$ cat src/rtl/cpu_pipe_pkg.sv
// Types shared by the MEM and WB stages: the MEM FSM states, the register-address
// width, the reset value and the WB control bundle.
package cpu_pipe_pkg;

  localparam int          REG_ADDR_W = 5;
  localparam logic [31:0] RST_VAL    = 32'h0;

  typedef enum logic [1:0] {
    MS_IDLE = 2'd0,
    MS_REQ  = 2'd1,
    MS_WAIT = 2'd2,
    MS_DONE = 2'd3
  } ms_state_e;

  typedef struct packed {
    logic                  valid;
    logic                  rf_we;
    logic [REG_ADDR_W-1:0] rd;
    logic [31:0]           pc;
  } ws_bundle_t;

endpackage

$ cat src/rtl/mem_watchdog.sv
// Counts consecutive WAIT cycles and raises a sticky error when the count reaches
// TIMEOUT_CYC; the error only clears on reset.
module mem_watchdog #(
  parameter int TIMEOUT_CYC = 8
) (
  input  logic clk,
  input  logic rst,
  input  logic i_wait,
  output logic o_err
);

  localparam int CNT_W = $clog2(TIMEOUT_CYC + 1);

  logic [CNT_W-1:0] r_cnt;
  logic             r_err;

  // Counter saturates at TIMEOUT_CYC so the error edge is seen exactly once per stall.
  always_ff @(posedge clk) begin
    if (rst) begin
      r_cnt <= '0;
      r_err <= 1'b0;
    end else begin
      if (!i_wait) begin
        r_cnt <= '0;
      end else if (r_cnt != CNT_W'(TIMEOUT_CYC)) begin
        r_cnt <= r_cnt + CNT_W'(1);
      end
      if (i_wait && (r_cnt == CNT_W'(TIMEOUT_CYC - 1))) begin
        r_err <= 1'b1;
      end
    end
  end

  assign o_err = r_err;

endmodule

$ cat src/rtl/mem_stage_ctrl.sv
// MEM stage: runs data-SRAM request/response transactions and builds the WB bundle.
// Define MS_FWD_EN to add the MEM->EXE forwarding outputs.
module mem_stage_ctrl
  import cpu_pipe_pkg::*;
#(
  parameter int DATA_W      = 32,
  parameter int ADDR_W      = 32,
  parameter int TIMEOUT_CYC = 0
) (
  input  logic                  clk,
  input  logic                  rst,
  input  logic                  ms_valid,
  input  logic [DATA_W-1:0]     mem_alu_result,
  input  logic                  mem_ref_we,
  input  logic                  mem_dram_re,
  input  logic                  mem_dram_we,
  input  logic [REG_ADDR_W-1:0] mem_rd,
  input  logic                  mem_res_from_dram,
  input  logic [ADDR_W-1:0]     mem_dram_waddr,
  input  logic [DATA_W-1:0]     mem_dram_wdata,
  input  logic [31:0]           mem_pc,
  output logic                  ms_ready_go,
  output logic                  data_sram_req,
  output logic                  data_sram_wr,
  output logic [ADDR_W-1:0]     data_sram_addr,
  output logic [DATA_W-1:0]     data_sram_wdata,
  input  logic                  data_sram_addr_ok,
  input  logic                  data_sram_data_ok,
  input  logic [DATA_W-1:0]     data_sram_rdata,
  input  logic                  ws_allowin,
  output logic                  ms_to_ws_valid,
  output logic                  ws_rf_we,
  output logic [REG_ADDR_W-1:0] ws_rd,
  output logic [DATA_W-1:0]     ws_wdata,
  output logic [31:0]           ws_pc,
`ifdef MS_FWD_EN
  output logic                  ms_fwd_valid,
  output logic [REG_ADDR_W-1:0] ms_fwd_rd,
  output logic [DATA_W-1:0]     ms_fwd_data,
  output logic                  ms_fwd_block,
`endif
  output logic                  mem_err
);

  ms_state_e         r_state;
  logic [DATA_W-1:0] r_rdata;

  logic              w_mem_op;
  logic              w_rsp_take;
  logic              w_alu_retire;
  logic              w_wb_valid;
  logic              w_err;
  logic [DATA_W-1:0] w_wdata_mux;
  ws_bundle_t        w_wb;

  assign w_mem_op = mem_dram_re | mem_dram_we;

  // A response is only meaningful once the request has been accepted.
  assign w_rsp_take = ((r_state == MS_REQ) && data_sram_addr_ok && data_sram_data_ok) ||
                      ((r_state == MS_WAIT) && data_sram_data_ok);

  always_ff @(posedge clk) begin
    if (rst) begin
      r_state <= MS_IDLE;
      r_rdata <= DATA_W'(RST_VAL);
    end else begin
      if (w_rsp_take && mem_dram_re) begin
        r_rdata <= data_sram_rdata;
      end
      case (r_state)
        MS_IDLE: if (ms_valid && w_mem_op) r_state <= MS_REQ;
        MS_REQ:  if (data_sram_addr_ok) r_state <= data_sram_data_ok ? MS_DONE : MS_WAIT;
        MS_WAIT: if (data_sram_data_ok) r_state <= MS_DONE;
        MS_DONE: if (ws_allowin) r_state <= MS_IDLE;
        default: r_state <= MS_IDLE;
      endcase
    end
  end

  // Non-memory ops retire straight out of IDLE with no added latency.
  assign w_alu_retire = (r_state == MS_IDLE) && ms_valid && !w_mem_op;
  assign w_wb_valid   = !rst && (w_alu_retire || (r_state == MS_DONE));
  assign w_wdata_mux  = mem_res_from_dram ? r_rdata : mem_alu_result;

  assign w_wb.valid = w_wb_valid;
  assign w_wb.rf_we = w_wb_valid && mem_ref_we && (mem_rd != '0);
  assign w_wb.rd    = w_wb_valid ? mem_rd : '0;
  assign w_wb.pc    = w_wb_valid ? mem_pc : '0;

  assign ms_to_ws_valid = w_wb.valid;
  assign ms_ready_go    = w_wb.valid && ws_allowin;
  assign ws_rf_we       = w_wb.rf_we;
  assign ws_rd          = w_wb.rd;
  assign ws_pc          = w_wb.pc;
  assign ws_wdata       = w_wb_valid ? w_wdata_mux : '0;

  assign data_sram_req   = !rst && (r_state == MS_REQ);
  assign data_sram_wr    = data_sram_req && mem_dram_we;
  assign data_sram_addr  = data_sram_req ? mem_dram_waddr : '0;
  assign data_sram_wdata = data_sram_req ? mem_dram_wdata : '0;

  generate
    if (TIMEOUT_CYC != 0) begin : g_wdog
      mem_watchdog #(
        .TIMEOUT_CYC(TIMEOUT_CYC)
      ) u_wdog (
        .clk   (clk),
        .rst   (rst),
        .i_wait(r_state == MS_WAIT),
        .o_err (w_err)
      );
    end else begin : g_no_wdog
      assign w_err = 1'b0;
    end
  endgenerate

  assign mem_err = !rst && w_err;

`ifdef MS_FWD_EN
  // Load data is not forwardable until the response has been captured.
  assign ms_fwd_valid = !rst && ms_valid && mem_ref_we && (mem_rd != '0);
  assign ms_fwd_rd    = ms_fwd_valid ? mem_rd : '0;
  assign ms_fwd_data  = w_wdata_mux;
  assign ms_fwd_block = !rst && ms_valid && mem_dram_re && (r_state != MS_DONE);
`endif

endmodule

$ cat config.mk
export PLATFORM = sky130hd
export DESIGN_NAME = mem_stage_ctrl
export DESIGN_NICKNAME = d
export VERILOG_FILES = /design/src/rtl/cpu_pipe_pkg.sv /design/src/rtl/mem_watchdog.sv /design/src/rtl/mem_stage_ctrl.sv
export SDC_FILE = /design/constraint.sdc
export NUM_CORES = 1
export LEC_CHECK = 0
export ABC_AREA = 0
export CORE_AREA = 3 3 120 122
export DETAILED_ROUTE_END_ITERATION = 16
export DIE_AREA = 0 0 123 125
export GPL_TIMING_DRIVEN = 1
export HOLD_SLACK_MARGIN = 0.12
export PLACE_DENSITY = 0.61
export SYNTH_ARGS = -nofsm -noshare
export SYNTH_HDL_FRONTEND = slang
export SYNTH_HIERARCHICAL = 1
export SYNTH_SLANG_ARGS = --single-unit
$ cat constraint.sdc
create_clock -name clk -period 2.6 [get_ports clk]
set_input_delay 0.39 -clock clk [delete_from_list [all_inputs] [get_ports clk]]
set_output_delay 0.39 -clock clk [all_outputs]
set_load 0.05 [all_outputs]
==> metrics.yaml, run 1 <==
hold_path:
  hold_path_class: "reg2reg"
  min_from: "r_rdata[14]"
global_routing:
  grt_pass1_vias: 3936
  antenna_found_initial: 0
  grt_pass1_wl_um: 24130
  grt_use_total_pct: 20.56
  overflow: 0
  grt_max_degree: 67
timing:
  slew_viol_final: 0
  period_minus_slack_ps: 2404
  grt_setup_unrepaired: "false"
  setup_violations: 0
  tns_ps: 0
  hold_viol_final: 0
  holdWs_ps: 477.5
  timing.final.crit_share_pct: 92.46
  clock_skew_ps: 4.219
  clock.fmax_mhz: 416.0
detailed_routing:
  routed_wl_um: 16650
  drc: 0
  dr.first_iter.drc_count: 117
  via_per_inst: 4.517
  post_drt_wl_per_cell_um: 19.92
  num_vias: 3776
  dr.pass1.iters: 4
  drt.antenna.violating_nets: 0
floorplan:
  ios: 314
  die_area_mm2: 0.01538
  coreArea_mm2: 0.01330
  fp-row-count: 42
  die_width_um: 123
  start_util_pct: 20.04
  die_h_um: 125
power_and_ir_drop:
  vdd_ir_drop_max_v: 0.0003649
  total_power_mw: 3.739
  p_leak_nw: 2.837
  p_per_area_mw_per_mm2: 531.9
placed_design:
  post-dp-hpwl_um: 14160
  portBuffers: 312
  routabilityCongestion: 0.8487
  dp.cells: 829
cts:
  cts_tree: "built"
  cts_buffer_depth: 2
  path_clk_slew_ps: 50
  cts_resized: 0
  post_cts_buffers: 0
  insertion_delay_ps: 270
  cts_made_buffers: 5
  clock_sinks: 34
  cts_hold_buf: 0
  h-tree-depth: 2
  clockRootBuffer: "clkbuf_16"
critical_path:
  crit_fanout: 33
  cp-start-kind: "register"
  crit_arrival_ps: 2010
  end_kind: "primary output"
  path_class: "reg2out"
  crit_start: "r_state[0]"
  timing.rr.start: "r_state[0]"
  critPathRequiredTime_ps: 2210
synthesis:
  ys_seq_area_share_pct: 25.55
  syn_nets: 546
  synth_seq_cells: 34
  synthCells: 366
  netlist_area_mm2: 0.002664
  synth_top_area_share_pct: 25.55
  avgSynthCellArea_um2: 7.278
  yosysWarnings: 6
  synth_area_leaders: "dfxtp_1 (26%), and2_1 (24%), mux2i_1 (12%)"
  synth_cell_types: 28
  synth.largest_area_cell: "dfxtp_1"
run_status:
  status: "completed"
job:
  max_cap_viol_count: 0
cells_and_area:
  layout_common_cells: "clkdlybuf4s50_1 (173), and2_1 (104), buf_12 (102)"
  layout.cells.non_filler: 836
  final_common_cell: "clkdlybuf4s50_1"
  layout-drive-gt1-share_pct: 24.55
  fin_nets: 840
  antenna_cells: 0
  area_delta_synth_final_pct: 163.9
[final cells by class]
cell class / count / area [um^2]
fill: 1227 / 6265
clock inverter: 1 / 30.03
clock buffer: 6 / 138.9
tap: 176 / 220.2
inverter: 4 / 17.52
sequential: 34 / 680.7
timing repair buffer: 323 / 4135
multi-input combinational: 292 / 1808
[Yosys cell counts, drive strengths merged]
cell / instances
clkbuf: 20
mux2i: 33
a31oi: 1
dfxtp: 34
nand2: 1
ha: 5
a2111oi: 1
o21ai: 34
a21o: 1
inv: 4
and4bb: 1
nand2b: 3
or4: 1
mux2: 1
nor2b: 4
and2: 104
buf: 16
nand3: 33
o21bai: 1
nor2: 34
conb: 1
a21oi: 33
[metal layers]
layer | vias to the layer above | track usage, % | part of all wire [%]
met2 | 201 | 38.66 | 53
li1 | 1794 | - | -
met1 | 1756 | 21.10 | 33
met3 | 25 | 6.414 | 9.9
met4 | 0 | 7.101 | 3.6
met5 | - | 0 | 0
[logic make-up after synthesis]
logic type | synth area share (%)
adder cells (fa/ha/maj) | 2.349
AO/OA/AOI/OAI | 14.37
other | 0.1408
flip-flops | 25.55
buffers and inverters | 6.811
AND/OR/NAND/NOR | 37.95
multiplexers | 12.82
[per-stage QoR]
stage	worst slack, ps	utilization [%]	area, um^2
after global routing	79.18	52.88	7030
after CTS	53.82	52.83	7024
final	196.0	52.88	7030
after floorplan	292.9	-	2664
after detailed placement	115.1	51.56	6855
after global placement	207.2	51.56	6855
[state kept, by name, summed over array words and instances (netlist names)]
signal,count
r_rdata,32
r_state,2
[where the power goes]
group / internal [mW] / switching [mW] / leakage (nW)
clock network: 0.472 / 0.205 / 0.0829
logic: 1.10 / 1.35 / 2.48
registers: 0.573 / 0.0356 / 0.275
total: 2.15 / 1.59 / 2.84
[critical path, cell delays in order, from the launching register on]
cell	delay, ps
dfxtp_1	390
inv_1	110
ha_1	250
and4bb_1	230
o21bai_4	160
buf_6	280
nor2_1	130
buf_12	170
[worst paths after layout]
| path | slack (ps) | end | depth (start not counted) |
|---|---|---|---|
| hold reg to reg | 480 | r_rdata[14] | 2 |
| setup / recovery | 200 | ws_wdata[31] | 7 |
| hold / removal | 480 | r_rdata[14] | 2 |
| setup reg to reg | 740 | r_state[0] | 5 |
No activity file was read; power rests on OpenSTA's default activity.
==> inputs of run 2 (changes only) <==
--- a/config.mk
+++ b/config.mk
@@ -6,9 +6,9 @@
 export NUM_CORES = 1
 export LEC_CHECK = 0
 export ABC_AREA = 0
-export CORE_AREA = 3 3 120 122
+export CORE_AREA = 4 4 121 123
 export DETAILED_ROUTE_END_ITERATION = 16
-export DIE_AREA = 0 0 123 125
+export DIE_AREA = 0 0 125 127
 export GPL_TIMING_DRIVEN = 1
 export HOLD_SLACK_MARGIN = 0.12
 export PLACE_DENSITY = 0.61
==> run 2 against run 1 <==
Compared with the run above:
- flip-flop and latch count unchanged
- non-clock buffer count unchanged
- largest cell class unchanged
- utilization down 1.4 points
- clock skew down 3.2 ps
- via count down 2.2%
- highest routed layer unchanged
==> metrics.yaml, run 2 (synthesized netlist as in run 1, its figures left out) <==
floorplan:
  die_width_um: 125  # +1.6%
  die_h_um: 127  # +1.6%
  die_area_mm2: 0.01588  # +3.3%
  start_util_pct: 19.49  # -0.54 points
  coreArea_mm2: 0.01367  # +2.8%
  ios: 314  # unchanged
  fp-row-count: 43  # +2.4%
global_routing:
  antenna_found_initial: 0  # unchanged
  grt_use_total_pct: 19.48  # -1.1 points
  grt_max_degree: 64  # -4.5%
  overflow: 0  # unchanged
  grt_pass1_vias: 3802  # -3.4%
  grt_pass1_wl_um: 24210  # +0.34%
cts:
  cts_resized: 0  # unchanged
  clockRootBuffer: "clkbuf_16"
  cts_made_buffers: 5  # unchanged
  h-tree-depth: 2  # unchanged
  post_cts_buffers: 0  # unchanged
  cts_tree: "built"
  cts_buffer_depth: 2  # unchanged
  clock_sinks: 34  # unchanged
  path_clk_slew_ps: 50  # about the same
  insertion_delay_ps: 270  # about the same
  cts_hold_buf: 0  # unchanged
critical_path:
  path_cells: "inv_1, ha_1, nor2b_2, buf_12, and2_1, buf_12"
  cp_num_buf_inv: 3  # unchanged
  cp.depth: 6  # -1
  cp-start-kind: "register"
  rrSetupSlack_ps: 750  # about the same
  crit_end: "data_sram_wr"
  crit_fanout: 63  # +91%
  worst-r2r-cell-count: 5  # unchanged
  crit_path_frequent_cell: "buf_12"
  critPathRequiredTime_ps: 2210  # about the same
  crit_arrival_ps: 2050  # +40 ps
  path_delay_family: "simple AND/OR/NAND/NOR gates"
  r2r-end: "r_state[0]"
  path_class: "reg2out"
  timing.rr.start: "r_state[0]"
  slowest_stage: "nor2b_2"
  end_kind: "primary output"
  cpPeakStageDelay_ps: 350  # -40 ps
  crit_start: "r_state[1]"
detailed_routing:
  highest-signal-layer: "met4"
  dr_wl_met2_um: 8595  # -2.7%
  drt.antenna.violating_nets: 0  # unchanged
  post_drt_wl_per_cell_um: 19.35  # -2.8%
  via_per_inst: 4.398  # -2.6%
  wl_met1_um: 6279  # +13%
  num_vias: 3694  # -2.2%
  route.met3.wl_um: 1046  # -37%
  dr.first_iter.drc_count: 137  # +17%
  dr.pass1.iters: 4  # unchanged
  drc: 0  # unchanged
  routed_wl_um: 16260  # -2.4%
timing:
  period_minus_slack_ps: 2441  # +36.66 ps
  clock_skew_ps: 1.022  # -3.197 ps
  tightest_slew_ps: 539.6
  slew_viol_final: 0  # unchanged
  holdWs_ps: 476.6  # -0.9390 ps
  fin_ws_ps: 159.3  # -36.66 ps
  setup_violations: 0  # unchanged
  grt_setup_unrepaired: "false"
  tns_ps: 0  # unchanged
  slew-limit-headroom_pct: 64.03
  timing.final.crit_share_pct: 93.87  # +1.4 points
  hold_viol_final: 0  # unchanged
  clock.fmax_mhz: 409.7  # -1.5%
cells_and_area:
  regMostFlops: "r_rdata"
  largestRegisters: "r_rdata x32, r_state x2"
  layout.cells.non_filler: 840  # +0.48%
  layout_common_cells: "clkdlybuf4s50_1 (173), and2_1 (104), buf_12 (103)"
  layout-drive-gt1-share_pct: 24.55  # unchanged
  nFillCells: 1257  # +2.4%
  regArea_um2: 680.7  # unchanged
  antenna_cells: 0  # unchanged
  largest_reg_flops: 32  # unchanged
  area_delta_synth_final_pct: 164.3
  final_common_cell: "clkdlybuf4s50_1"
  multi_input_area_mm2: 0.001808  # unchanged
  fin_nets: 840  # unchanged
power_and_ir_drop:
  vdd_ir_drop_max_v: 0.0002404  # -34%
  p_leak_nw: 2.841  # +0.15%
  switching_power_mw: 1.594  # about the same
  p_comb_share_pct: 65.6  # about the same
  p_int_mw: 2.154  # +0.33%
  p_per_area_mw_per_mm2: 532.2  # about the same
  clock_power_share_pct: 18.1  # about the same
  p_seq_share_pct: 16.3  # about the same
  swShare_pct: 42.52  # -0.064 points
placed_design:
  place_ws_ps: 323.5  # +208.4 ps
  dp.cells: 833  # +0.48%
  routabilityCongestion: 0.9116  # +7.4%
  portBuffers: 312  # unchanged
  post-dp-hpwl_um: 13650  # -3.7%
run_status:
  status: "completed"
job:
  max_cap_viol_count: 0  # unchanged
hold_path:
  hold_path_class: "reg2reg"
## run 2: cell types whose count changed in the layout (fill, tap and decap cells not counted)
| cell | before | now |
|---|---|---|
| inv_4 | 1 | 0 |
| buf_6 | 1 | 0 |
| buf_12 | 102 | 103 |
| inv_2 | 0 | 1 |
## run 2: worst min-delay path by stage
stage / from / to / depth (start not counted)
floorplan: r_rdata[0] / r_rdata[0] / 2
global placement: r_rdata[10] / r_rdata[10] / 2
detailed placement: r_rdata[21] / r_rdata[21] / 2
CTS: r_rdata[0] / r_rdata[0] / 2
global route: r_rdata[14] / r_rdata[14] / 2
finish: r_rdata[8] / r_rdata[8] / 2
## run 2: per-layer routing
layer | up-vias | GRT usage, %
met5 | - | 0
met4 | 0 | 4.528
met3 | 14 | 4.849
met2 | 168 | 36.92
met1 | 1711 | 21.94
li1 | 1801 | -
## run 2: final cells by class
cell class,instances,share of cell area (%)
Clock inverter,1,0.4264
Clock buffer,6,1.972
Inverter,4,0.2132
Tap cell,180,3.198
Multi-Input combinational cell,292,25.68
Sequential cell,34,9.666
Timing Repair Buffer,323,58.85
## run 2: tightest hold or removal path, cell delays in order, from the launching register on
cell	delay, ps
dfxtp_1	300
o21ai_0	60
a21oi_1	60
## run 2: metrics by stage
stage               power [mW]  cell area (um^2)  utilization, %
floorplan                1.844              2664               -
global placement         3.068              6873           50.29
detailed placement       3.094              6873           50.29
CTS                      3.796              7042           51.53
global route             3.916              7042           51.53
finish                   3.748              7042           51.53
## run 2: power groups by stage
| stage | Combinational [mW] | Sequential, mW | Clock, mW |
|---|---|---|---|
| floorplan | 1.24 | 0.608 | 0 |
| global placement | 2.45 | 0.619 | 0 |
| detailed placement | 2.47 | 0.620 | 0 |
| CTS | 2.48 | 0.609 | 0.704 |
| global route | 2.58 | 0.616 | 0.721 |
| finish | 2.46 | 0.610 | 0.679 |
==> inputs of run 3 (changes only) <==
--- a/config.mk
+++ b/config.mk
@@ -6,6 +6,7 @@
 export NUM_CORES = 1
 export LEC_CHECK = 0
 export ABC_AREA = 0
+export ABC_CLOCK_PERIOD_IN_PS = 2600
 export CORE_AREA = 4 4 121 123
 export DETAILED_ROUTE_END_ITERATION = 16
 export DIE_AREA = 0 0 125 127
==> results of run 3 <==
The final DEF is identical to that of run 2; final timing and power are the same.
